File: config.mk
export PLATFORM = sky130hd
export DESIGN_NAME = rle_dec
export DESIGN_NICKNAME = d
export VERILOG_FILES = /design/src/rtl/rle_dec.sv
export SDC_FILE = /design/constraint.sdc
export NUM_CORES = 1
export LEC_CHECK = 0
export ABC_CLOCK_PERIOD_IN_PS = 3700
export CORE_ASPECT_RATIO = 0.6
export CORE_UTILIZATION = 35
export DETAILED_ROUTE_END_ITERATION = 6
export GPL_TIMING_DRIVEN = 0
export PLACE_DENSITY = 0.62
export RECOVER_POWER = 25
export SLEW_MARGIN = 20
export SYNTH_ARGS = -nofsm -noshare
export SYNTH_HDL_FRONTEND = slang
export SYNTH_SLANG_ARGS = --single-unit
File: constraint.sdc
create_clock -name clk -period 3.7 [get_ports clk]
set_clock_uncertainty 0.15 [all_clocks]
set_input_delay 0.555 -clock clk [delete_from_list [all_inputs] [get_ports clk]]
set_output_delay 0.555 -clock clk [all_outputs]
set_load 0.005 [all_outputs]
File: src/rtl/rle_dec.sv
// Run-length decoder: pops {bit, run} words, expands runs MSB-first into bytes, flushes a padded tail.
// Optional macro RLE_DEC_FAST_FILL_EN: expand up to a whole byte's worth of bits per cycle.
module rle_dec #(
  parameter int RUN_W = 23,
  parameter int OUT_W = 8
) (
  input  logic             clk,
  input  logic             rst,
  input  logic             recv_ready,
  input  logic [RUN_W:0]   in_data,
  input  logic             end_of_stream,
  output logic             rd_req,
  input  logic             send_ready,
  output logic [OUT_W-1:0] out_data,
  output logic             wr_req,
  output logic             done
);

  localparam int FILL_W = $clog2(OUT_W + 1);
  localparam logic [FILL_W-1:0] FULL = FILL_W'(OUT_W);

  typedef enum logic [2:0] {IDLE, READ, LOAD, EXPAND, WRITE, FLUSH, DONE} state_t;

  state_t             state, state_n;
  logic               bit_val, bit_val_n;
  logic [RUN_W-1:0]   run, run_n;
  logic [FILL_W-1:0]  fill, fill_n;
  logic [OUT_W-1:0]   sr, sr_n;
  logic [OUT_W-1:0]   out_n;
  logic               flushing, flushing_n;

  // Expansion datapath: step bits of bit_val shifted into sr this cycle.
  logic [FILL_W-1:0]  step;
  logic [2*OUT_W-1:0] shifted;
  logic [OUT_W-1:0]   ones;
  logic [OUT_W-1:0]   ex_sr;
  logic [FILL_W-1:0]  ex_fill;
  logic [RUN_W-1:0]   ex_run;
  logic [OUT_W-1:0]   pad;

  always_comb begin
`ifdef RLE_DEC_FAST_FILL_EN
    step = (run < RUN_W'(FULL - fill)) ? FILL_W'(run) : (FULL - fill);
`else
    step = FILL_W'(1);
`endif
    shifted = {{OUT_W{1'b0}}, sr} << step;
    ones    = {OUT_W{1'b1}} >> (FULL - step);
    ex_sr   = shifted[OUT_W-1:0] | (bit_val ? ones : {OUT_W{1'b0}});
    ex_fill = fill + step;
    ex_run  = run - RUN_W'(step);
    pad     = sr << (FULL - fill);
  end

  // NOTE: every output and next-state value gets a default first so no path leaves a latch.
  always_comb begin
    state_n    = state;
    bit_val_n  = bit_val;
    run_n      = run;
    fill_n     = fill;
    sr_n       = sr;
    out_n      = out_data;
    flushing_n = flushing;
    rd_req     = 1'b0;
    wr_req     = 1'b0;
    done       = 1'b0;

    unique case (state)
      IDLE: begin
        if (recv_ready)         state_n = READ;
        else if (end_of_stream) state_n = FLUSH;
      end
      READ: begin
        rd_req  = 1'b1;
        state_n = LOAD;
      end
      LOAD: begin
        bit_val_n = in_data[RUN_W];
        run_n     = in_data[RUN_W-1:0];
        state_n   = (in_data[RUN_W-1:0] == '0) ? IDLE : EXPAND;
      end
      EXPAND: begin
        sr_n   = ex_sr;
        fill_n = ex_fill;
        run_n  = ex_run;
        if (ex_fill == FULL) begin
          out_n   = ex_sr;
          state_n = WRITE;
        end else if (ex_run == '0) begin
          state_n = IDLE;
        end
      end
      WRITE: begin
        // Push is gated directly by the FIFO's not-full flag so a stall costs no extra cycle.
        if (send_ready) begin
          wr_req = 1'b1;
          fill_n = '0;
          if (run != '0)    state_n = EXPAND;
          else if (flushing) state_n = DONE;
          else               state_n = IDLE;
        end
      end
      FLUSH: begin
        if (fill == '0) begin
          state_n = DONE;
        end else begin
          out_n      = pad;
          flushing_n = 1'b1;
          state_n    = WRITE;
        end
      end
      DONE: done = 1'b1;
      default: state_n = IDLE;
    endcase
  end

  // NOTE: sequential state uses non-blocking assignments only, so all registers update together.
  always_ff @(posedge clk) begin
    if (rst) begin
      state    <= IDLE;
      bit_val  <= 1'b0;
      run      <= '0;
      fill     <= '0;
      sr       <= '0;
      out_data <= '0;
      flushing <= 1'b0;
    end else begin
      state    <= state_n;
      bit_val  <= bit_val_n;
      run      <= run_n;
      fill     <= fill_n;
      sr       <= sr_n;
      out_data <= out_n;
      flushing <= flushing_n;
    end
  end

endmodule

==> results of run 1 <==
[final timing paths]
| path | cells past startpoint | slack [ns] | to | start |
|---|---|---|---|---|
| hold reg to reg | 2 | 0.31 | sr[7] | sr[7] |
| hold / removal | 2 | 0.31 | sr[7] | sr[7] |
| setup reg to reg | 11 | 0.23 | state[1] | run[0] |
| setup / recovery | 11 | 0.23 | state[1] | run[0] |
[per-stage QoR]
stage / power [mW] / hold WS [ns] / utilization (%)
final: 3.471 / 0.3050 / 43.75
after global routing: 3.709 / 0.3320 / 43.75
after CTS: 3.399 / 0.3067 / 43.75
after detailed placement: 2.900 / 0.2982 / 42.09
after global placement: 2.871 / 0.2926 / 42.09
after floorplan: 2.314 / 0.2857 / -
[worst min-delay path, delay by kind of cell (launching register included)]
| kind | cells | cell delay (ns) |
|---|---|---|
| compound gates | 1 | 0.05 |
| simple gates | 1 | 0.05 |
| flops | 1 | 0.31 |
[per-layer routing]
metal | wire, um | vias up | GRT usage [%]
met5 | 0 | - | 0
met4 | 92 | 0 | 4.941
met3 | 1293 | 8 | 6.069
met2 | 4038 | 215 | 28.47
met1 | 5859 | 1722 | 39.31
li1 | - | 1754 | -
[state kept, by name, summed over array words and instances (netlist names)]
register / count
bit_val: 1
fill: 4
flushing: 1
out_data: 8
run: 23
sr: 8
state: 3
[layout by cell type (no fill, tap or decap), types with 5 or more instances in the layout]
cell	instances
ha_1	5
a22oi_1	12
nand3_1	8
clkbuf_16	5
nor3_1	22
or4_1	6
inv_1	9
dlygate4sd3_1	9
a2111oi_0	6
mux2_2	5
nor4_1	10
o21ai_0	20
a21oi_1	42
nor2_1	51
clkbuf_1	31
a211oi_1	13
mux2i_1	10
nor2b_1	5
nand2b_1	5
xnor2_1	5
nand2_1	54
clkdlybuf4s50_1	30
or3_1	6
dfxtp_1	48
[report_power, final]
group | internal [mW] | switching (mW)
registers | 0.632 | 0.156
logic | 0.807 | 1.38
clock network | 0.285 | 0.208
total | 1.72 | 1.75
[cell families after synthesis]
kind of cell | Yosys count | share of synthesized area, %
xor+xnor | 7 | 1.850
simple gates | 196 | 30.54
buf+inv | 48 | 6.040
fa+ha+maj | 5 | 1.888
compound gates | 129 | 25.29
mux | 16 | 5.398
flops | 48 | 28.99
[area by class of cell]
| type | count | share of cell area, % |
|---|---|---|
| Sequential cell | 48 | 23.90 |
| Buffer | 38 | 4.015 |
| Timing Repair Buffer | 39 | 9.711 |
| Clock buffer | 7 | 3.797 |
| Inverter | 10 | 0.9337 |
| Tap cell | 130 | 4.046 |
| Multi-Input combinational cell | 353 | 53.59 |
[timing repair]
action,in CTS,in global routing
setup endpoints to repair,0,2
resized for setup,0,1
endpoints found under the hold margin,0,0
==> run metrics, run 1 <==
status complete, no violations; Die Span X 127.6 um; Final Max Tran Viols 0; Tightest Pin Transition 0.8279 ns; yosys warns 0; Peak VDD IR 311.0 uV; vias per cell 5.918; layout cells sized above 1 5.859%; setup bufs post-CTS 0; cell family with most CP delay compound AO/OA/AOI/OAI gates; Syn Inst Count 449; Synth area leader dfxtp_1; CTS H-tree lvls 2; first-pass GRT wire length 17810 um; number of global-route vias before repair 3175; largest net degree at the start of global routing 14; dominant synthesized flop cell dfxtp_1; Hold WC Path Type flip-flop to flip-flop; CP Cell Sequence inv_1 -> ha_1 -> buf_2 -> or4b_2 -> buf_2 -> a2111oi_0 -> o211ai_1 -> a2111oi_1 -> o2111ai_1 -> a21oi_1 -> a21oi_1; CP max stage delay 0.59 ns; most instantiated cells after synthesis nand2_1 (54), nor2_1 (51), dfxtp_1 (48); CP Max Fanout 9; clock sink count 48; unrepaired setup endpoints after global routing false; aggregate global-route resource usage 23.65%; Reg area 960.9 um^2; Final ANT Viol Nets 0; Seq/Total Area, Yosys 28.99%; final instance area 4020 um^2; Lkg Pwr 1.353 nW; placed instance count 618; total CTS buffers 5; Tmin final 3.473 ns; DR vias 3699; share of flip-flops with an asynchronous set or reset 0%; Starting Density 36.07%; worst setup slack after layout 0.2269 ns; top cells by area, synth dfxtp_1 (29%), a21oi_1 (6.3%), nand2_1 (6.1%); DP Wirelength 8467 um; Setup violations, final 0; drt wl/cell 18.05 um; WS Path Type flip-flop to flip-flop; CTS Buffer Depth 2; cts hold-fix bufs 0; Max Cap Viol 0; row count 27; grt ovf 0; Area Growth Syn to Fin 21.29%; CP endpoint kind flip-flop; WP data required 3.72 ns; DRT Wirelength 11280 um; initial antenna violation count 0; crit path max-delay cell type or4b_2; clock latency on the worst-skew pair 0.30 ns; Area after DPL 3867 um^2; multi-input logic area 2155 um^2; IO Port Bufs 39; crit path buf inv count 3; gp weighted congestion 0.9911; clock-pin slew on the worst setup and hold paths 0.07 ns; count leader, synth nand2_1; Final Cycle Share 93.87%; pwr/cell area 863.5 nW/um^2; distinct cell type count after synthesis 62; Die Y 77.38 um; startpoint class of the critical path flip-flop; router iterations before antenna repair 5; DP Worst Slack 0.3337 ns; Post-synth EDFFs 0; fillers 954; Hold Fails Final Rpt 0; Core Region 9189 um^2; Fmax 287.9 MHz; Synthesized Nets 483; Mapped Area 3314 um^2; drt drc 0; die area 9876 um^2; nets@finish 529; top-level I/O count 40; Post-Syn Area per Cell 7.382 um^2; CTS tree built; initial drt markers 518; total negative slack 0 ns; root buf cell clkbuf_16; CP arrival 3.49 ns; Seq cells post-synth 48; Non-Filler Instances 625; worst rel slew slack 44.38%; Synth top area share 28.99%; n_diodes 0
Note: power is estimated with default switching activity, not from simulation.
==> inputs of run 2 (changes only) <==
ABC_AREA = 1   (was not set)
PLACE_DENSITY = 0.63   (was 0.62)
SKIP_LAST_GASP = 1   (was not set)
==> run metrics, run 2 <==
crit path buf inv count 4 (was 3); startpoint class of the critical path flip-flop (unchanged); Reg area 960.9 um^2 (unchanged); CP max stage delay 0.35 ns (was 0.59 ns); initial drt markers 320 (was 518); total negative slack 0 ns (unchanged); Area Growth Syn to Fin 21.82% (was 21.29%); Final Max Tran Viols 0 (unchanged); clock sink count 48 (unchanged); Cell Int Power 1.664 mW (was 1.723 mW); worst rel slew slack 58.30% (was 44.38%); Hold WC Path Type flip-flop to flip-flop (unchanged); CP endpoint kind flip-flop (unchanged); most instantiated cells after synthesis nand2_1 (124), inv_1 (65), nor2_1 (60) (was nand2_1 (54), nor2_1 (51), dfxtp_1 (48)); M2 GR Usage 28.04% (was 28.47%); DRT Wirelength 9809 um (was 11280 um); CTS H-tree lvls 2 (unchanged); Hold Fails Final Rpt 0 (unchanged); CP arrival 2.58 ns (was 3.49 ns); Synth top area share 30.14% (was 28.99%); Top Usage Layer GRT met1 (unchanged); drt drc 0 (unchanged); largest net degree at the start of global routing 16 (was 14); count leader, synth nand2_1 (unchanged); met3 usage 4.873% (was 6.069%); Seq cells post-synth 48 (unchanged); Tightest Pin Transition 0.6255 ns (was 0.8279 ns); Seq/Total Area, Yosys 30.14% (was 28.99%); CP Max Fanout 9 (unchanged); yosys warns 0 (unchanged); Synthesized Nets 542 (was 483); IO Port Bufs 38 (was 39); clock-pin slew on the worst setup and hold paths 0.07 ns (about the same); share of flip-flops with an asynchronous set or reset 0% (unchanged); Lkg Pwr 1.651 nW (was 1.353 nW); drt wl/cell 14.73 um (was 18.05 um); top-level I/O count 40 (unchanged); top cells by area, synth dfxtp_1 (30%), nand2_1 (15%), a21oi_1 (7.8%) (was dfxtp_1 (29%), a21oi_1 (6.3%), nand2_1 (6.1%)); Post-Syn Area per Cell 6.276 um^2 (was 7.382 um^2); status complete, no violations (unchanged); n_diodes 0 (unchanged); root buf cell clkbuf_16 (unchanged); Synth area leader dfxtp_1 (unchanged); nets@finish 587 (was 529); router iterations before antenna repair 5 (unchanged); aggregate global-route resource usage 21.09% (was 23.65%); commonest non-fill, non-tap cell in the layout nand2_1 (unchanged); Biggest register run (unchanged); Final ANT Viol Nets 0 (unchanged); Psw 1.726 mW (was 1.748 mW); Mapped Area 3188 um^2 (was 3314 um^2); Clock power frac 16.3% (was 14.2%); fillers 895 (was 954); Tmin final 2.549 ns (was 3.473 ns); Max Cap Viol 0 (unchanged); cell family with most CP delay buffers and inverters (was compound AO/OA/AOI/OAI gates); Setup violations, final 0 (unchanged); clock latency on the worst-skew pair 0.30 ns (about the same); distinct cell type count after synthesis 33 (was 62); die area 9507 um^2 (was 9876 um^2); cts hold-fix bufs 0 (unchanged); hold_ws 0.3146 ns (was 0.3050 ns); pwr/cell area 872.8 nW/um^2 (was 863.5 nW/um^2); dominant synthesized flop cell dfxtp_1 (unchanged); layout cells sized above 1 6.137% (was 5.859%); total power 3.390 mW (was 3.471 mW); total CTS buffers 5 (unchanged); Die Span X 125.2 um (was 127.6 um); switching share of power 50.91% (was 50.36%); unrepaired setup endpoints after global routing false (unchanged); Starting Density 36.70% (was 36.07%); grt ovf 0 (unchanged); Final Cycle Share 68.90% (was 93.87%); M1 GR Usage 33.23% (was 39.31%); WS Path Type flip-flop to flip-flop (unchanged); post-CTS resize count 0 (unchanged); Fmax 392.2 MHz (was 287.9 MHz); initial antenna violation count 0 (unchanged); CTS Buffer Depth 2 (unchanged); CTS tree built (unchanged); CP Cell Sequence clkbuf_1 -> inv_1 -> ha_1 -> clkbuf_1 -> inv_1 -> o21ai_0 -> nand2_1 -> a22oi_1 -> a21oi_1 (was inv_1 -> ha_1 -> buf_2 -> or4b_2 -> buf_2 -> a2111oi_0 -> o211ai_1 -> a2111oi_1 -> o2111ai_1 -> a21oi_1 -> a21oi_1); setup bufs post-CTS 0 (unchanged); number of global-route vias before repair 3047 (was 3175); vias per cell 5.246 (was 5.918); Combinational Power Share 60.7% (was 63.1%); crit path max-delay cell type dfxtp_1 (was or4b_2); gp weighted congestion 0.9181 (was 0.9911); multi-input logic area 1908 um^2 (was 2155 um^2); DR vias 3494 (was 3699); WP data required 3.73 ns (was 3.72 ns); Peak VDD IR 336.5 uV (was 311.0 uV); Syn Inst Count 508 (was 449); DP Wirelength 7670 um (was 8467 um); Core Region 8686 um^2 (was 9189 um^2); leading cell types in the layout, fill and taps excluded nand2_1 (124), inv_1 (65), nor2_1 (61) (was nand2_1 (54), nor2_1 (51), dfxtp_1 (48)); row count 26 (was 27); Die Y 75.93 um (was 77.38 um); Flop pwr share 23.0% (was 22.7%); number of flip-flops in the largest register 23 (unchanged); largest registers run: 23 flops, out_data: 8 flops, sr: 8 flops (unchanged); first-pass GRT wire length 15680 um (was 17810 um); Post-synth EDFFs 0 (unchanged)
==> run 2: cell count changes in the layout (fill, tap and decap cells not counted), sizes merged, moves of 12 or more <==
cell,delta
nand2,+74
inv,+56
nor2,+22
o21ai,+20
clkbuf,-18
nor3,-18
nand3,+17
a211oi,-12
==> run 2: tightest hold or removal path: stages (launching register included) <==
cell and delay (ns):
dfxtp_1 0.30, inv_1 0.06, a21oi_1 0.06
==> run 2: area by class of cell <==
cell class,instances,share of cell area (%)
inverters,65,6.282
clock inverters,2,0.9987
plain buffers,18,1.869
clock buffers,6,3.576
repair buffers,38,9.794
flip-flops and latches,48,24.74
multi-input cells,377,49.13
well taps,112,3.608
==> run 2: stage by stage <==
step           cell area [um^2]  worst slack (ns)  util, %  std cells
4_1_cts                    3886             1.195    44.74        666
2_1_floorplan              3188             1.630        -        508
3_5_place_dp               3709             1.179    42.70        658
6_report                   3884             1.151    44.71        666
3_3_place_gp               3709             1.141    42.70        658
5_1_grt                    3884            0.8437    44.71        666
==> run 2: layer usage <==
metal | share of wire, % | wire length (um)
met1 | 53 | 5229
met2 | 37 | 3647
met3 | 8.6 | 846
met4 | 0.88 | 86
met5 | 0 | 0
==> run 2: cell families after synthesis <==
logic type | count (synthesis) | synth area share (%)
and+or+nand+nor | 247 | 35.44
AOI/OAI and AO/OA | 119 | 20.88
buffers and inverters | 83 | 9.929
DFF | 48 | 30.14
xor gates and xnor gates | 6 | 1.649
adders and majority gates | 5 | 1.962
==> run 2: final timing paths <==
| check | from | endpoint | slack [ns] | depth (start not counted) |
|---|---|---|---|---|
| setup / recovery | fill[0] | out_data[7] | 1.15 | 9 |
| hold / removal | flushing | flushing | 0.31 | 2 |
| setup reg to reg | fill[0] | out_data[7] | 1.15 | 9 |
| hold reg to reg | flushing | flushing | 0.31 | 2 |
==> run 2: power by group through the flow <==
stage	registers (mW)	logic (mW)	clock network (mW)
after global routing	0.795	2.29	0.584
final	0.781	2.06	0.552
after CTS	0.773	2.02	0.559
after floorplan	0.739	1.57	0
after detailed placement	0.785	2.01	0
after global placement	0.781	1.97	0
==> inputs of run 3 (changes only) <==
ABC_CLOCK_PERIOD_IN_PS = 2050   (was 3700)
PLACE_DENSITY = 0.65   (was 0.63)
clock period = 2.05 ns   (was 3.7 ns; I/O delays follow)
==> run metrics, run 3 (synthesis results as in run 2) <==
CP endpoint kind output pin (was flip-flop); Peak VDD IR 699.8 uV (was 336.5 uV); DP Wirelength 7451 um (was 7670 um); largest registers run: 23 flops, out_data: 8 flops, sr: 8 flops (unchanged); Final Cycle Share 101.9%; DRT Wirelength 10210 um (was 9809 um); grt ovf 0 (unchanged); Area after DPL 3710 um^2 (was 3709 um^2); worst rel slew slack 59.43% (was 58.30%); Tmin final 2.089 ns; multi-input logic area 2098 um^2 (was 1908 um^2); R2R cell count 17 (was 9); vias per cell 5.288 (was 5.246); CTS H-tree lvls 2 (unchanged); Hold WC Path Type flip-flop to flip-flop (unchanged); CTS tree built (unchanged); Worst R2R End state[2] (was out_data[7]); worst setup slack after layout -0.03945 ns (was 1.151 ns); Hold Fails Final Rpt 0 (unchanged); Starting Density 36.70% (unchanged); initial drt markers 315 (was 320); Area Growth Syn to Fin 30.69% (was 21.82%); drt drc 0 (unchanged); crit path from state[0] (was fill[0]); first-pass GRT wire length 15500 um (was 15680 um); Worst Setup EP wr_req (was out_data[7]); DR vias 3575 (was 3494); layout cells sized above 1 15.96% (was 6.137%); Setup violations, final 5 (was 0); leading cell types in the layout, fill and taps excluded nand2_1 (119), inv_1 (59), a21oi_1 (50) (was nand2_1 (124), inv_1 (65), nor2_1 (61)); CTS Buffer Depth 2 (unchanged); Core Region 8686 um^2 (unchanged); nets@finish 597 (was 587); final instance area 4167 um^2 (was 3884 um^2); Lkg Pwr 1.755 nW (was 1.651 nW); n_diodes 0 (unchanged); gp weighted congestion 0.9202 (was 0.9181); Die Span X 125.2 um (unchanged); row count 26 (unchanged); placed instance count 658 (unchanged); clock sink count 48 (unchanged); WS Path Type flip-flop to output pin (was flip-flop to flip-flop); hold_ws 0.3096 ns (was 0.3146 ns); Non-Filler Instances 676 (was 666); clock-pin slew on the worst setup and hold paths 0.07 ns (about the same); total power 6.898 mW (was 3.390 mW); fillers 860 (was 895); Tightest Pin Transition 0.6085 ns (was 0.6255 ns); top-level I/O count 40 (unchanged); number of flip-flops in the largest register 23 (unchanged); Final ANT Viol Nets 0 (unchanged); Die Y 75.93 um (unchanged); CP Max Fanout 5 (was 9); Biggest register run (unchanged); die area 9507 um^2 (unchanged); drt wl/cell 15.10 um (was 14.73 um); pwr/cell area 1656 nW/um^2 (was 872.8 nW/um^2); startpoint class of the critical path flip-flop (unchanged); initial antenna violation count 0 (unchanged); root buf cell clkbuf_16 (unchanged); unrepaired setup endpoints after global routing true (was false); largest net degree at the start of global routing 14 (was 16); number of global-route vias before repair 3014 (was 3047); Reg area 973.4 um^2 (was 960.9 um^2); failing checks setup timing; total CTS buffers 5 (unchanged); clock latency on the worst-skew pair 0.30 ns (about the same); router iterations before antenna repair 7 (was 5); status finished, violations left (was complete, no violations); CP arrival 1.63 ns (was 2.58 ns); IO Port Bufs 38 (unchanged); reg-to-reg startpoint run[1] (was fill[0]); commonest non-fill, non-tap cell in the layout nand2_1 (unchanged); WP data required 1.59 ns (was 3.73 ns); Max Cap Viol 0 (unchanged); R2R setup slack -0.01 ns (was 1.15 ns); aggregate global-route resource usage 20.84% (was 21.09%); Fmax 478.6 MHz; Final Max Tran Viols 0 (unchanged)
[run 3: cell types whose count changed in the layout (fill, tap and decap cells not counted), sizes merged]
cell / previous run / this run
nor2: 73 / 75
buf: 4 / 14
clkinv: 1 / 0
bufinv: 1 / 0
[run 3: cell type report]
| cell class | count | area share, % |
|---|---|---|
| flip-flops and latches | 48 | 23.36 |
| repair buffers | 48 | 11.83 |
| clock buffers | 8 | 3.514 |
| plain buffers | 16 | 1.712 |
| well taps | 112 | 3.363 |
| multi-input cells | 379 | 50.36 |
| inverters | 65 | 5.856 |
[run 3: metrics by stage]
stage                     util (%)  setup slack [ns]  setup TNS, ns
final                        47.97          -0.03945       -0.06715
after global routing         47.97           -0.1801        -0.9067
after CTS                    44.89         -0.006147      -0.007281
after detailed placement     42.71           -0.2532         -2.501
after global placement       42.71           -0.2506         -1.457
after floorplan                  -           0.09077              0
[run 3: worst min-delay path by stage]
stage          slack, ns        to      from  cells after the start
6_report            0.31  flushing  flushing                      2
5_1_grt             0.34  flushing  flushing                      2
4_1_cts             0.31  flushing  flushing                      2
3_5_place_dp        0.30  flushing  flushing                      2
3_3_place_gp        0.30  flushing  flushing                      2
2_1_floorplan       0.29  flushing  flushing                      2
[run 3: routing by layer]
| layer | routed length (um) | global-route usage [%] | up-vias |
|---|---|---|---|
| met2 | 3855 | 27.09 | 146 |
| met1 | 5308 | 33.80 | 1636 |
| li1 | - | - | 1779 |
| met3 | 909 | 3.249 | 14 |
| met5 | 0 | 0 | - |
| met4 | 136 | 5.854 | 0 |
[run 3: power breakdown]
part           leakage (nW)  internal [mW]  switching, mW
clock network        0.0712          0.488          0.375
logic                  1.29           1.72           2.85
registers             0.394           1.15          0.318
[run 3: timing repair]
item | in CTS | in global routing
gates resized for setup | 15 | 51
gates cloned | 0 | 2
buffers inserted | 0 | 10
pin swaps | 2 | 17
hold buffers | 0 | 0
setup endpoints to repair | 35 | 47
[run 3: worst max-delay path, stage by stage, from the launching register on]
cell	delay, ns
dfxtp_2	0.38
nor2_2	0.17
nand2_1	0.14
nor2_2	0.14
clkdlybuf4s50_1	0.51
